===== config.mk =====
export PLATFORM = sky130hd
export DESIGN_NAME = td4x_core
export DESIGN_NICKNAME = d
export VERILOG_FILES = /design/src/rtl/td4x_pkg.sv /design/src/rtl/td4x_alu.sv /design/src/rtl/td4x_core.sv
export SDC_FILE = /design/constraint.sdc
export NUM_CORES = 1
export LEC_CHECK = 0
export CAP_MARGIN = 30
export CORE_ASPECT_RATIO = 0.75
export CORE_MARGIN = 4
export CORE_UTILIZATION = 44
export DETAILED_ROUTE_END_ITERATION = 10
export PLACE_DENSITY = 0.74
export SLEW_MARGIN = 20
export SYNTH_ARGS = -nofsm -noshare
export SYNTH_HDL_FRONTEND = slang
export SYNTH_SLANG_ARGS = --single-unit

===== constraint.sdc =====
create_clock -name clk -period 2.2 [get_ports clk]
set_input_delay 0.44 -clock clk [delete_from_list [all_inputs] [get_ports clk]]
set_output_delay 0.44 -clock clk [all_outputs]
set_load 0.005 [all_outputs]

===== src/rtl/td4x_pkg.sv =====
// Shared opcodes and FSM state encoding for the td4x core.
package td4x_pkg;

  localparam logic [3:0] OP_ADD_A  = 4'b0000;
  localparam logic [3:0] OP_MOV_AB = 4'b0001;
  localparam logic [3:0] OP_IN_A   = 4'b0010;
  localparam logic [3:0] OP_MOV_AI = 4'b0011;
  localparam logic [3:0] OP_MOV_BA = 4'b0100;
  localparam logic [3:0] OP_ADD_B  = 4'b0101;
  localparam logic [3:0] OP_IN_B   = 4'b0110;
  localparam logic [3:0] OP_MOV_BI = 4'b0111;
  localparam logic [3:0] OP_HLT    = 4'b1000;
  localparam logic [3:0] OP_OUT_B  = 4'b1001;
  localparam logic [3:0] OP_OUT_I  = 4'b1011;
  localparam logic [3:0] OP_JC     = 4'b1101;
  localparam logic [3:0] OP_JNC    = 4'b1110;
  localparam logic [3:0] OP_JMP    = 4'b1111;

  typedef enum logic [1:0] {
    IDLE = 2'd0,
    RUN  = 2'd1,
    HALT = 2'd2
  } state_e;

endpackage


===== src/rtl/td4x_alu.sv =====
// Combinational DATA_W adder with carry out of the top bit.
module td4x_alu #(
  parameter int DATA_W = 4
) (
  input  logic [DATA_W-1:0] a,
  input  logic [DATA_W-1:0] b,
  output logic [DATA_W-1:0] sum,
  output logic              cout
);

  logic [DATA_W:0] full;

  assign full = {1'b0, a} + {1'b0, b};
  assign sum  = full[DATA_W-1:0];
  assign cout = full[DATA_W];

endmodule


===== src/rtl/td4x_core.sv =====
// Parametrised TD4-style CPU core with run/pause, HLT and output strobe.
// Optional JC instruction (opcode 1101) enabled by defining TD4X_JC_EN.
module td4x_core
  import td4x_pkg::*;
#(
  parameter int DATA_W = 4,
  parameter int ADDR_W = 4,
  localparam int INSTR_W = 4 + DATA_W
) (
  input  logic               clk,
  input  logic               rst,
  input  logic               run,
  output logic [ADDR_W-1:0]  imem_addr,
  input  logic [INSTR_W-1:0] imem_data,
  input  logic [DATA_W-1:0]  in_port,
  output logic [DATA_W-1:0]  out_port,
  output logic               out_valid,
  output logic               halted,
  output logic               carry
);

  state_e              state_q, state_d;
  logic [DATA_W-1:0]   a_q, a_d, b_q, b_d, out_q, out_d;
  logic [ADDR_W-1:0]   pc_q, pc_d;
  logic                carry_q, carry_d, out_valid_q, out_valid_d, halted_q, halted_d;

  logic [3:0]          op;
  logic [DATA_W-1:0]   imm, src, alu_sum;
  logic                alu_cout;
  logic [ADDR_W-1:0]   pc_inc, jmp_tgt;

  assign op      = imem_data[INSTR_W-1 -: 4];
  assign imm     = imem_data[DATA_W-1:0];
  assign pc_inc  = pc_q + ADDR_W'(1);
  assign jmp_tgt = imm[ADDR_W-1:0];

  always_comb begin
    src = '0;
    case (op)
      OP_ADD_A, OP_MOV_BA:           src = a_q;
      OP_MOV_AB, OP_ADD_B, OP_OUT_B: src = b_q;
      OP_IN_A, OP_IN_B:              src = in_port;
      default:                       src = '0;
    endcase
  end

  td4x_alu #(.DATA_W(DATA_W)) u_alu (
    .a    (src),
    .b    (imm),
    .sum  (alu_sum),
    .cout (alu_cout)
  );

  always_comb begin
    state_d     = state_q;
    a_d         = a_q;
    b_d         = b_q;
    out_d       = out_q;
    pc_d        = pc_q;
    carry_d     = carry_q;
    out_valid_d = 1'b0;
    case (state_q)
      IDLE: if (run) state_d = RUN;
      RUN: if (run) begin
        pc_d = pc_inc;
        case (op)
          OP_ADD_A, OP_MOV_AB, OP_IN_A, OP_MOV_AI: begin
            a_d     = alu_sum;
            carry_d = alu_cout;
          end
          OP_MOV_BA, OP_ADD_B, OP_IN_B, OP_MOV_BI: begin
            b_d     = alu_sum;
            carry_d = alu_cout;
          end
          OP_OUT_B, OP_OUT_I: begin
            out_d       = alu_sum;
            carry_d     = alu_cout;
            out_valid_d = 1'b1;
          end
          OP_JMP: begin
            pc_d    = jmp_tgt;
            carry_d = 1'b0;
          end
          // JNC looks at the flag as it stood before this instruction
          OP_JNC: begin
            if (!carry_q) pc_d = jmp_tgt;
            carry_d = 1'b0;
          end
`ifdef TD4X_JC_EN
          OP_JC: begin
            if (carry_q) pc_d = jmp_tgt;
            carry_d = 1'b0;
          end
`endif
          OP_HLT: state_d = HALT;
          default: ;
        endcase
      end
      default: ;
    endcase
    halted_d = (state_d == HALT);
  end

  always_ff @(posedge clk) begin
    if (rst) begin
      state_q     <= IDLE;
      a_q         <= '0;
      b_q         <= '0;
      out_q       <= '0;
      pc_q        <= '0;
      carry_q     <= 1'b0;
      out_valid_q <= 1'b0;
      halted_q    <= 1'b0;
    end else begin
      state_q     <= state_d;
      a_q         <= a_d;
      b_q         <= b_d;
      out_q       <= out_d;
      pc_q        <= pc_d;
      carry_q     <= carry_d;
      out_valid_q <= out_valid_d;
      halted_q    <= halted_d;
    end
  end

  assign imem_addr = pc_q;
  assign out_port  = out_q;
  assign out_valid = out_valid_q;
  assign halted    = halted_q;
  assign carry     = carry_q;

endmodule


==> results.toml <==
[setup_path]
crit_fanout = 6
crit_path_cell_trace = "dlygate4sd2_1 -> buf_4 -> mux2i_1 -> o21ai_2 -> ha_2 -> nor2_1 -> o21bai_1 -> o21ai_1 -> o31ai_1"
r2r_end = "b_q[2]"
cpPeakStageDelay_ns = 0.39
worst-endpoint-arrival_ns = 2.30
rrSetupSlack_ns = 0.50
cp-start-kind = "input pin"
regToRegStartpoint = "a_q[0]"
critPathKind = "in -> reg"
required_ns = 2.41
slowest_stage = "dlygate4sd2_1"
endpoint_kind = "flop"
r2r_cells = 7
critPathBufInv = 2
cpLargestDelayFamily = "compound AO/OA/AOI/OAI gates"

[timing]
post-route-min-period_ns = 2.085
relSlewSlack_pct = 74.65
fin_worst_skew_ns = 0.005899
finalCritPeriodShare_pct = 94.78
finalMaxSlewViolations = 0
setup_viol = 0
tightest_slew_ns = 0.3790
rsz0062_at_grt = "no"
hold_viol = 0
max_freq_ghz = 0.4796
fin_hold_ws_ns = 0.4628

[logic_synthesis]
yosys.area.top_type = "dfxtp_1"
synth_ff_type = "dfxtp_1"
synth_top_area_share_pct = 37.46
synth_edf_count = 0
ys_seq_elements = 21
synth_cells = 126
ys_seq_area_share_pct = 37.46
synthArstFlopShare_pct = 0
synthesis.nets = 147
synth.cell_area_um2 = 1122
yosysWarnings = 0
synthTopCellsByArea = "dfxtp_1 (37%), mux2i_1 (11%), ha_1 (5.6%), a21oi_1 (4.0%), nand2_1 (4.0%)"
synth.distinct_cells = 33
synth_area_per_cell_um2 = 8.907

[global_routing]
antenna_found_initial = 0
grt_max_degree = 15
grt_pass1_vias = 1017
grt_pass1_wl_mm = 4.526
grt_overflow = 0
gr-usage-all-layers_pct = 16.98

[finish]
design_area_um2 = 1567
drive_gt1_share_pct = 18.67
nNetsFinal = 188
syn2layout_area_growth_pct = 39.58
fin_util_pct = 66.24
multi_input_area_um2 = 708.2
n_fill_cell = 203
diodes = 0
regArea_um2 = 420.4

[clocking]
clk_pin_slew_ns = 0.11
cts_sinks = 21
cts_buffers = 3
worstSkewPairLatency_ns = 0.30
clockRootBuffer = "clkbuf_4"
htree_levels = 1
cts_tree = "built"
cts_buffer_depth = 2

[power_and_ir_drop]
p_int_mw = 0.5375
totalPowerFinal_mw = 0.7293
vdd_drop_max_mv = 0.3790
pwr-share-seq_pct = 54.2
leakage_nw = 0.6228
p_switching_mw = 0.1918
pwr-share-comb_pct = 20.0
power_density_nw_per_um2 = 465.5
p_clk_share_pct = 25.8
swShare_pct = 26.30

[placed_design]
dp_hpwl_mm = 2.148
gp_congestion = 0.8804
placed_area_um2 = 1508
portBuffers = 25

[drt]
drt-pass1-iter-count = 4
vias_per_cell = 5.200
ant_nets = 0
route.detailed.drc = 0
drt_iter0_markers = 30
vias = 1040
wirelength_mm = 2.672
wl_per_cell_um = 13.36

[worst_hold_path]
hold_end = "out_port[3]"
holdPathStages = 2
hold_path_class = "reg -> reg"
hp-start = "out_port[3]"

[floorplanning]
ios = 26
die_width_um = 66.32
fp-row-count = 15
initial_core_util_pct = 47.46
dieArea_um2 = 3431
design.core.area_um2 = 2365
fp.dieH_um = 51.74

[job]
cap_violations = 0

[status]
outcome = "finished, final reports clean"
==> registers in the layout (all words and copies together) (netlist names) <==
register / count
state_q: 2
halted: 1
a_q: 4
carry: 1
b_q: 4
out_port: 4
out_valid: 1
imem_addr: 4
==> worst max path at each step <==
stage                 start     end  slack, ns  depth (start not counted)
2_1_floorplan  imem_data[5]  a_q[3]       0.08                          9
5_1_grt        imem_data[4]  b_q[3]       0.02                         12
4_1_cts        imem_data[4]  b_q[3]       0.12                         12
3_5_place_dp   imem_data[5]  a_q[3]      -0.60                          9
6_report       imem_data[5]  b_q[3]       0.11                          9
3_3_place_gp   imem_data[5]  b_q[3]      -0.52                          8
==> metal layers <==
metal	global-route usage (%)	vias up	share of wire (%)
met4	2.027	0	0.34
met1	22.32	496	50
met5	0	-	0
li1	-	528	-
met3	4.536	2	3.5
met2	28.67	14	46
==> placed cells by master (no fill, tap or decap), drive strengths merged, types with 5 or more instances in the layout <==
cell type      Yosys  routed
dfxtp             21      21
clkdlybuf4s50      0      21
buf                2      15
mux2i             12      12
nand2             12      12
nor2              10      10
a21oi              9       9
o21ai              8       8
nor2b              5       5
ha                 5       5
a211oi             5       5
==> cell usage after synthesis (2+ instances only) <==
library cell   n
or3_1          2
nor2_1        10
a21oi_1        9
mux2i_1       12
o21ai_0        8
a21o_1         2
or2_2          2
nand3b_1       2
o2bb2ai_1      2
clkbuf_1       2
nand2_1       12
inv_1          3
nor2b_1        5
nand2b_1       4
buf_2          2
nand3_1        3
ha_1           5
dfxtp_1       21
and3_1         3
a211oi_1       4
==> cells by family after synthesis <==
logic type / share of synthesized area [%]
simple gates: 22.07
compound gates: 19.06
flops: 37.46
mux: 10.70
buf+inv: 2.564
fa+ha+maj: 7.358
xor+xnor: 0.7805
==> repair_timing <==
action	CTS	global route
gates resized for setup	16	1
pin swaps	6	0
hold endpoints to repair	0	0
setup buffers	1	0
hold buffers	0	0
setup endpoints to repair	7	1
==> power groups by stage <==
stage	logic [mW]	registers (mW)	clock network, mW
3_5_place_dp	0.138	0.404	0
4_1_cts	0.143	0.395	0.192
3_3_place_gp	0.135	0.403	0
2_1_floorplan	0.0663	0.403	0
6_report	0.146	0.395	0.188
5_1_grt	0.158	0.397	0.209
==> final cells by class <==
class | instances | area share, %
inverter | 3 | 0.7189
timing repair buffer | 40 | 22.84
clock buffer | 4 | 1.677
tap | 34 | 2.716
multi-input combinational | 98 | 45.21
sequential | 21 | 26.84
==> metrics by stage <==
stage / TNS, ns / worst slack [ns] / cells
6_report: 0 / 0.1148 / 200
5_1_grt: 0 / 0.02371 / 200
4_1_cts: 0 / 0.1235 / 200
3_5_place_dp: -4.314 / -0.5978 / 195
3_3_place_gp: -4.077 / -0.5217 / 195
2_1_floorplan: 0 / 0.08337 / 126
==> tightest hold or removal path: stages, from the launching register on <==
cell and delay [ns]:
dfxtp_1 0.33, nand2_1 0.05, a21oi_1 0.05
(Power assumes the default switching activity.)
